[src/rtl/dm_arb_pkg.sv]
// Shared definitions for the data-memory arbiter.
//   - size codes carried on CSize/DSize
//   - owner IDs stored in the issue slot
//   - byte-enable constants and helpers for alignment / lane decode
package dm_arb_pkg;

  localparam logic [1:0] SZ_BYTE = 2'b00;
  localparam logic [1:0] SZ_HALF = 2'b01;
  localparam logic [1:0] SZ_WORD = 2'b10;

  localparam logic OWN_CPU = 1'b0;
  localparam logic OWN_DMA = 1'b1;

  localparam logic [3:0] BE_NONE    = 4'b0000;
  localparam logic [3:0] BE_BYTE    = 4'b0001;
  localparam logic [3:0] BE_HALF_LO = 4'b0011;
  localparam logic [3:0] BE_HALF_HI = 4'b1100;
  localparam logic [3:0] BE_WORD    = 4'b1111;

  // The reserved size code 2'b11 is reported as misaligned.
  function automatic logic misaligned(input logic [1:0] size, input logic [1:0] addr_lo);
    case (size)
      SZ_BYTE: return 1'b0;
      SZ_HALF: return addr_lo[0];
      SZ_WORD: return |addr_lo;
      default: return 1'b1;
    endcase
  endfunction

  function automatic logic [3:0] byte_enables(input logic [1:0] size, input logic [1:0] addr_lo);
    if (misaligned(size, addr_lo)) return BE_NONE;
    case (size)
      SZ_BYTE: return BE_BYTE << addr_lo;
      SZ_HALF: return addr_lo[1] ? BE_HALF_HI : BE_HALF_LO;
      SZ_WORD: return BE_WORD;
      default: return BE_NONE;
    endcase
  endfunction

endpackage

[src/rtl/dm_load_extend.sv]
// Extracts the addressed byte/half/word lane from a memory read word and
// sign- or zero-extends it to 32 bits.
//   rdata_i   : word read from memory
//   size_i    : access size code
//   addr_lo_i : byte offset within the word
//   uns_i     : 1 = zero-extend, 0 = sign-extend
//   data_o    : extended result
module dm_load_extend
  import dm_arb_pkg::*;
(
  input  logic [31:0] rdata_i,
  input  logic [1:0]  size_i,
  input  logic [1:0]  addr_lo_i,
  input  logic        uns_i,
  output logic [31:0] data_o
);

  logic [7:0]  byte_v;
  logic [15:0] half_v;

  always_comb begin
    byte_v = rdata_i[7:0];
    case (addr_lo_i)
      2'd0:    byte_v = rdata_i[7:0];
      2'd1:    byte_v = rdata_i[15:8];
      2'd2:    byte_v = rdata_i[23:16];
      default: byte_v = rdata_i[31:24];
    endcase
    half_v = addr_lo_i[1] ? rdata_i[31:16] : rdata_i[15:0];

    case (size_i)
      SZ_BYTE: data_o = {{24{~uns_i & byte_v[7]}}, byte_v};
      SZ_HALF: data_o = {{16{~uns_i & half_v[15]}}, half_v};
      default: data_o = rdata_i;
    endcase
  end

endmodule

[src/rtl/dm_arbiter.sv]
// Two-port arbiter for the single-port data memory.
// Port 0 is the CPU MEM stage, port 1 the DMA/debug loader. One winner per
// cycle is registered into the issue slot, which drives the memory in the
// following cycle together with a one-cycle Ack to the owner.
//   Clock, Reset          : clock, async active-low reset
//   C*/D* request fields  : Req, We, Size, Uns, Addr, WData (CPc on CPU only)
//   CAck/CErr/CRData      : CPU completion, error and extended load data
//   DAck/DErr/DRData      : DMA completion, error and extended load data
//   MemWrite/BE/MAddr/MWData/MPc : memory drive from the issue slot
//   MRData                : combinational memory read word at MAddr
module dm_arbiter
  import dm_arb_pkg::*;
#(
  parameter int unsigned STARVE_LIMIT = 4
) (
  input  logic        Clock,
  input  logic        Reset,
  input  logic        CReq,
  input  logic        CWe,
  input  logic [1:0]  CSize,
  input  logic        CUns,
  input  logic [31:0] CAddr,
  input  logic [31:0] CWData,
  input  logic [31:0] CPc,
  output logic        CAck,
  output logic        CErr,
  output logic [31:0] CRData,
  input  logic        DReq,
  input  logic        DWe,
  input  logic [1:0]  DSize,
  input  logic        DUns,
  input  logic [31:0] DAddr,
  input  logic [31:0] DWData,
  output logic        DAck,
  output logic        DErr,
  output logic [31:0] DRData,
  output logic        MemWrite,
  output logic [3:0]  BE,
  output logic [31:0] MAddr,
  output logic [31:0] MWData,
  output logic [31:0] MPc,
  input  logic [31:0] MRData
);

  localparam logic [2:0] StarveMax = 3'(STARVE_LIMIT);

  logic        valid_q, valid_d;
  logic        owner_q, owner_d;
  logic        we_q, we_d;
  logic [1:0]  size_q, size_d;
  logic        uns_q, uns_d;
  logic [31:0] addr_q, addr_d;
  logic [31:0] wdata_q, wdata_d;
  logic [31:0] pc_q, pc_d;
  logic [3:0]  be_q, be_d;
  logic        err_q, err_d;
  logic [2:0]  wait_cnt_q, wait_cnt_d;

  logic c_ack, d_ack, c_elig, d_elig, c_win, d_win, rd_ok;
  logic [31:0] ld_data;

  // A requester being Acked this cycle is still holding its old request.
  assign c_ack  = valid_q & (owner_q == OWN_CPU);
  assign d_ack  = valid_q & (owner_q == OWN_DMA);
  assign c_elig = CReq & ~c_ack;
  assign d_elig = DReq & ~d_ack;
  assign d_win  = d_elig & (~c_elig | (wait_cnt_q == StarveMax));
  assign c_win  = c_elig & ~d_win;

  always_comb begin
    wait_cnt_d = wait_cnt_q;
    if (!DReq || d_win) begin
      wait_cnt_d = '0;
    end else if (d_elig && (wait_cnt_q != StarveMax)) begin
      wait_cnt_d = wait_cnt_q + 3'd1;
    end
  end

  always_comb begin
    valid_d = 1'b0;
    owner_d = OWN_CPU;
    we_d    = 1'b0;
    size_d  = SZ_BYTE;
    uns_d   = 1'b0;
    addr_d  = '0;
    wdata_d = '0;
    pc_d    = '0;
    if (c_win) begin
      valid_d = 1'b1;
      owner_d = OWN_CPU;
      we_d    = CWe;
      size_d  = CSize;
      uns_d   = CUns;
      addr_d  = CAddr;
      wdata_d = CWData;
      pc_d    = CPc;
    end else if (d_win) begin
      valid_d = 1'b1;
      owner_d = OWN_DMA;
      we_d    = DWe;
      size_d  = DSize;
      uns_d   = DUns;
      addr_d  = DAddr;
      wdata_d = DWData;
    end
    be_d  = valid_d ? byte_enables(size_d, addr_d[1:0]) : BE_NONE;
    err_d = valid_d & misaligned(size_d, addr_d[1:0]);
  end

  always_ff @(posedge Clock or negedge Reset) begin
    if (!Reset) begin
      valid_q    <= 1'b0;
      owner_q    <= OWN_CPU;
      we_q       <= 1'b0;
      size_q     <= SZ_BYTE;
      uns_q      <= 1'b0;
      addr_q     <= '0;
      wdata_q    <= '0;
      pc_q       <= '0;
      be_q       <= BE_NONE;
      err_q      <= 1'b0;
      wait_cnt_q <= '0;
    end else begin
      valid_q    <= valid_d;
      owner_q    <= owner_d;
      we_q       <= we_d;
      size_q     <= size_d;
      uns_q      <= uns_d;
      addr_q     <= addr_d;
      wdata_q    <= wdata_d;
      pc_q       <= pc_d;
      be_q       <= be_d;
      err_q      <= err_d;
      wait_cnt_q <= wait_cnt_d;
    end
  end

  dm_load_extend u_load_extend (
    .rdata_i   (MRData),
    .size_i    (size_q),
    .addr_lo_i (addr_q[1:0]),
    .uns_i     (uns_q),
    .data_o    (ld_data)
  );

  assign rd_ok    = ~we_q & ~err_q;
  assign CAck     = c_ack;
  assign CErr     = c_ack & err_q;
  assign CRData   = (c_ack & rd_ok) ? ld_data : '0;
  assign DAck     = d_ack;
  assign DErr     = d_ack & err_q;
  assign DRData   = (d_ack & rd_ok) ? ld_data : '0;
  assign MemWrite = valid_q & we_q & ~err_q;
  assign BE       = be_q;
  assign MAddr    = addr_q;
  assign MWData   = wdata_q;
  assign MPc      = pc_q;

endmodule

[config.mk]
export PLATFORM = sky130hd
export DESIGN_NAME = dm_arbiter
export DESIGN_NICKNAME = d
export VERILOG_FILES = /design/src/rtl/dm_arb_pkg.sv /design/src/rtl/dm_load_extend.sv /design/src/rtl/dm_arbiter.sv
export SDC_FILE = /design/constraint.sdc
export NUM_CORES = 1
export LEC_CHECK = 0
export BUFFER_PORTS_ARGS = -buffer_cell sky130_fd_sc_hd__buf_2
export CORE_AREA = 5 5 140 142
export CTS_CLUSTER_SIZE = 10
export DETAILED_ROUTE_END_ITERATION = 8
export DIE_AREA = 0 0 145 147
export SKIP_CTS_REPAIR_TIMING = 1
export SYNTH_ARGS = -nofsm -noshare
export SYNTH_HDL_FRONTEND = slang
export SYNTH_SLANG_ARGS = --single-unit
[constraint.sdc]
create_clock -name Clock -period 3.3 [get_ports Clock]
set_clock_uncertainty 0.15 [all_clocks]
set_input_delay 0.825 -clock Clock [delete_from_list [all_inputs] [get_ports Clock]]
set_output_delay 0.825 -clock Clock [all_outputs]
set_load 0.05 [all_outputs]
## After elaboration in Yosys (flattened, before gate mapping)

Index checks and enable logic that the tools add are counted.

- Output and inout bits: 169
- Bits of input ports: 204
- Bits in registers: 110

- Add/sub/neg operators: 1
- Shift operators: 1
- Reduce and logical (&&, ||, !) cells: 8
- Bitwise operators: 25
- Equality and inequality tests: 7
- Mux-type cells: 28

Operator list:

| kind | count |
|---|---|
| 32-bit two-way mux | 7 |
| 32-bit one-hot mux with 2 select lines | 1 |
| 8-bit one-hot mux with 3 select lines | 1 |
| 1-bit AND | 16 |
| 16-bit two-way mux | 1 |
| 4-bit two-way mux | 4 |
| 4-bit one-hot mux with 3 select lines | 1 |
| 1-bit two-way mux | 8 |
| 1-bit NOT | 8 |
| 2-bit by 1-bit == test with 1-bit output (second input constant) | 3 |
| 2-bit zero test | 3 |
| 3-bit two-way mux | 2 |
| 2-bit == test (second input constant) | 2 |
| 2-bit two-way mux | 2 |
| 1-bit by 2-bit left shift with 4-bit output (first input constant) | 1 |
| 3-bit by 1-bit adder with 3-bit output (second input constant) | 1 |
| 3-bit == test (second input constant) | 1 |
| 3-bit inequality test (second input constant) | 1 |
| 1-bit one-hot mux with 3 select lines | 1 |
| 2-bit nonzero test | 1 |
| 2-bit OR reduction | 1 |
| 1-bit logical AND | 1 |
| 1-bit zero test | 1 |
| 1-bit logical OR | 1 |
| 1-bit OR | 1 |

## Longest topological paths before layout

- Word-level depth: 15
- Gate-level depth with buffers: 9
- Gate-level depth less buffers: 8

## Modules after synthesis

From an unflattened synthesis, not the netlist that was laid out.

- Cell total of the unflattened synthesis: 457
- Area, all modules: 5190.0 sq um

By module, submodules not included:

| module | cells each | area each (sq um) | instances |
|---|---|---|---|
| dm_arbiter | 342 | 4344.2 | 1 |
| dm_load_extend | 115 | 845.8 | 1 |

## Worst setup path after synthesis

OpenSTA, ideal clock, no wires.

- Path kind: input to output
- Start point: input MRData[23]
- End point: output CRData[10]
- Slack: -0.301 ns
- Buffers on the path: 1
- Required time: 2.325 ns
- Stages: 6
- Data arrival time: 2.626 ns
- Path through: mux4_2 nor3b_1 or2_1 buf_2 a21oi_1 nor3_1

- Cells in the longest elaborated chain, start to end: 4

Ends and longest elaborated chain:

| element | RTL line | text |
|---|---|---|
| start: declaration | dm_arbiter.sv:42 | `input logic [31:0] MRData` |
| 8-bit one-hot mux with 3 select lines | dm_load_extend.sv:23 | `case (addr_lo_i)` |
| 1-bit AND | dm_load_extend.sv:32 | `SZ_BYTE: data_o = {{24{~uns_i & byte_v[7]}}, byte_v};` |
| 32-bit one-hot mux with 2 select lines | dm_load_extend.sv:31 | `case (size_i)` |
| 32-bit two-way mux | dm_arbiter.sv:149 | `assign CRData = (c_ack & rd_ok) ? ld_data : '0;` |
| end: declaration | dm_arbiter.sv:27 | `output logic [31:0] CRData,` |

Every way passes these cells.

## Final worst setup path

- Start point: input MRData[31]
- End point: output DRData[9]

- Cells in the longest elaborated chain, start to end: 4

Ends and longest elaborated chain:

| element | RTL line | text |
|---|---|---|
| 8-bit one-hot mux with 3 select lines | dm_load_extend.sv:23 |  |
| 1-bit AND | dm_load_extend.sv:32 |  |
| 32-bit one-hot mux with 2 select lines | dm_load_extend.sv:31 |  |
| 32-bit two-way mux | dm_arbiter.sv:152 | `assign DRData = (d_ack & rd_ok) ? ld_data : '0;` |
| end: declaration | dm_arbiter.sv:36 | `output logic [31:0] DRData,` |

Every way passes these cells.

==> impl_metrics.yaml <==
status:
  status: "complete, but fails checks"
  violations: "setup timing"
sta:
  post-route-period-util_pct: 101
  setup_viol: 3
  fin_tns_setup_ns: -0.0239
  max_freq_mhz: 301
  finalHoldViolCount: 0
  slew_viol_final: 0
  rsz0062_at_grt: "yes"
  fin_crit_ns: 3.32
  worst_slack_ns: -0.0169
  worst_slew_margin_rel_pct: 53.5
  tightestPinTransition_ns: 0.698
clock_tree:
  numClockSinks: 110
  path_clk_slew_ns: 0.08
  cts_buffers: 9
  cts_tree: "yes"
  cts.htree.levels: 3
  cts_buffer_depth: 2
  clock_latency_ns: 0.34
  cts-root-buf: "clkbuf_16"
synthesis:
  ys_ff_latch: 110
  synth_area_um2: 4900
  synth_top_area_share_pct: 56.2
  yosysMostFrequentCell: "dfrtp_1"
  post-synth-top-area-cell: "dfrtp_1"
  ys_seq_area_share_pct: 56.2
  syn_inst: 430
  synth_edf_count: 0
  synth.distinct_cells: 41
  async_flop_share_pct: 100
  ys_warn_count: 0
  ys_top_cells_by_area: "dfrtp_1, a22o_1, and2_1, a21oi_1, nor2b_1"
  synth_ff_type: "dfrtp_1"
  syn-num-nets: 636
  avgSynthCellArea_um2: 11.4
  ys_top_cells_by_count: "dfrtp_1, a22o_1, and2_1, a21oi_1, nand2_1"
global_route:
  track_usage_pct: 16.3
  grt_max_degree: 54
  grt_overflow: 0
  grt_pass1_vias: 4765
  grt_pass1_wl_um: 27300
  antenna_found_initial: 0
setup_path:
  reg2reg_to: "MWData[26]"
  r2r_slack_ns: 0.92
  path_cells: "buf_2 -> mux4_2 -> nor3b_1 -> or2_4 -> a21oi_2 -> nor3_1 -> buf_4"
  path_buf_inv: 2
  crit_path_end_kind: "primary output"
  critical-path-slowest-cell: "mux4_2"
  critPathMaxFanout: 7
  r2r-start: "wait_cnt_q[0]"
  required_ns: 2.32
  critical_path_class: "in -> out"
  max_stage_delay_ns: 0.48
  cp.arrival_ns: 2.34
  critPathLaunchType: "primary input"
  reg2reg_depth: 7
  path_delay_family: "simple AND/OR/NAND/NOR gates"
place:
  dpl.hpwl_um: 15100
  dpl_worst_slack_ns: -0.121
  place.gp.congestion: 0.881
  port_buffers: 372
  place_inst: 1021
die:
  ioPinCount: 373
  die_h_um: 147
  core-area_um2: 18300
  rows: 50
  start_util_pct: 26.7
  die_x_um: 145
  dieArea_um2: 21300
hold_path:
  hold_class: "in -> async"
power:
  power_density_nw_per_um2: 571
  peakVddDrop_uv: 265
  power.leakage_nw: 4.15
  totalPowerFinal_mw: 4.28
run:
  cap_violations: 0
cells_and_area:
  drive_gt1_share_pct: 55.3
  fillers: 1789
  area_growth_pct: 53.0
  seq_area_um2: 2750
  final_cells: 1037
  multiInputGateArea_um2: 2000
  antenna_cells: 0
  final_nets: 1004
drt:
  drtAntennaViolNets: 0
  drt_iter0_drc: 152
  vias: 4767
  avgRoutedWirePerCell_um: 17.7
  drc_errors: 0
  viasPerCell: 4.60
  finalWirelength_um: 18400
  drtPass1Iterations: 4
[layout by cell type (no fill, tap or decap), types with 4 or more instances in the layout]
master | synthesis | layout
a21oi_2 | 2 | 5
a21oi_1 | 41 | 36
mux2_2 | 7 | 7
a22oi_1 | 7 | 7
buf_2 | 7 | 357
inv_1 | 4 | 4
o21ai_0 | 7 | 7
buf_6 | 6 | 4
nand2_1 | 31 | 31
a22o_1 | 64 | 64
dfrtp_1 | 110 | 110
inv_2 | 4 | 4
nor2_1 | 7 | 7
nor2b_1 | 19 | 18
and2_1 | 42 | 42
clkbuf_16 | 0 | 9
buf_4 | 0 | 29
nor3_2 | 0 | 4
nor3_1 | 16 | 12
[worst register-to-register path: cells and delay by family, from the launching register on]
kind | cells | cell delay [ns]
DFF | 1 | 0.41
adders and majority gates | 1 | 0.14
and+or+nand+nor | 1 | 0.15
buffers and inverters | 3 | 0.68
AOI/OAI and AO/OA | 2 | 0.77
[registers in the layout (all words and copies together) (netlist names)]
signal	flops
MAddr	32
MPc	32
MWData	32
BE	4
wait_cnt_q	3
size_q	2
err_q	1
owner_q	1
uns_q	1
valid_q	1
we_q	1
[per-layer routing]
| layer | global-route usage (%) | up-vias | routed length (um) |
|---|---|---|---|
| met5 | 0 | - | 0 |
| met2 | 29.2 | 300 | 9550 |
| met1 | 18.5 | 2172 | 6570 |
| met4 | 6.40 | 0 | 617 |
| li1 | - | 2265 | - |
| met3 | 4.35 | 30 | 1630 |
[cell type report]
type | instances | area share [%]
clock inverter | 6 | 0.935
timing repair buffer | 393 | 28.2
tap | 234 | 3.91
multi-input combinational | 276 | 26.7
clock buffer | 10 | 3.19
sequential | 110 | 36.7
inverter | 8 | 0.401
[report_power, final]
| part | switching [mW] | internal [mW] | leakage [nW] |
|---|---|---|---|
| Clock | 0.539 | 0.561 | 0.152 |
| Sequential | 0.0494 | 1.48 | 1.42 |
| Combinational | 1.19 | 0.467 | 2.58 |
| Total | 1.78 | 2.51 | 4.15 |
[stage by stage]
stage          hold WS (ns)  area [um^2]  util, %
2_1_floorplan         0.355         4920        -
3_3_place_gp          0.385         7090     38.7
3_5_place_dp          0.392         7090     38.7
5_1_grt               0.413         7490     40.9
6_report              0.356         7490     40.9
4_1_cts               0.377         7400     40.4
[worst max-delay path by stage]
stage	endpoint	startpoint	cells past startpoint
CTS	CRData[10]	MRData[31]	7
global placement	CRData[10]	MRData[31]	7
floorplan	CRData[10]	MRData[23]	6
finish	DRData[9]	MRData[31]	7
detailed placement	CRData[10]	MRData[31]	7
global route	DRData[9]	MRData[31]	7
[cell families (layout without fill, tap and decap cells)]
group	after synthesis	in the layout	share of synthesized area, %
buffers and inverters	44	417	4.47
and+or+nand+nor	125	125	13.7
adders and majority gates	2	2	0.511
DFF	110	110	56.2
muxes	12	12	3.40
AOI/OAI and AO/OA	135	135	21.4
xor gates and xnor gates	2	2	0.358
Note: power is estimated with default switching activity, not from simulation.
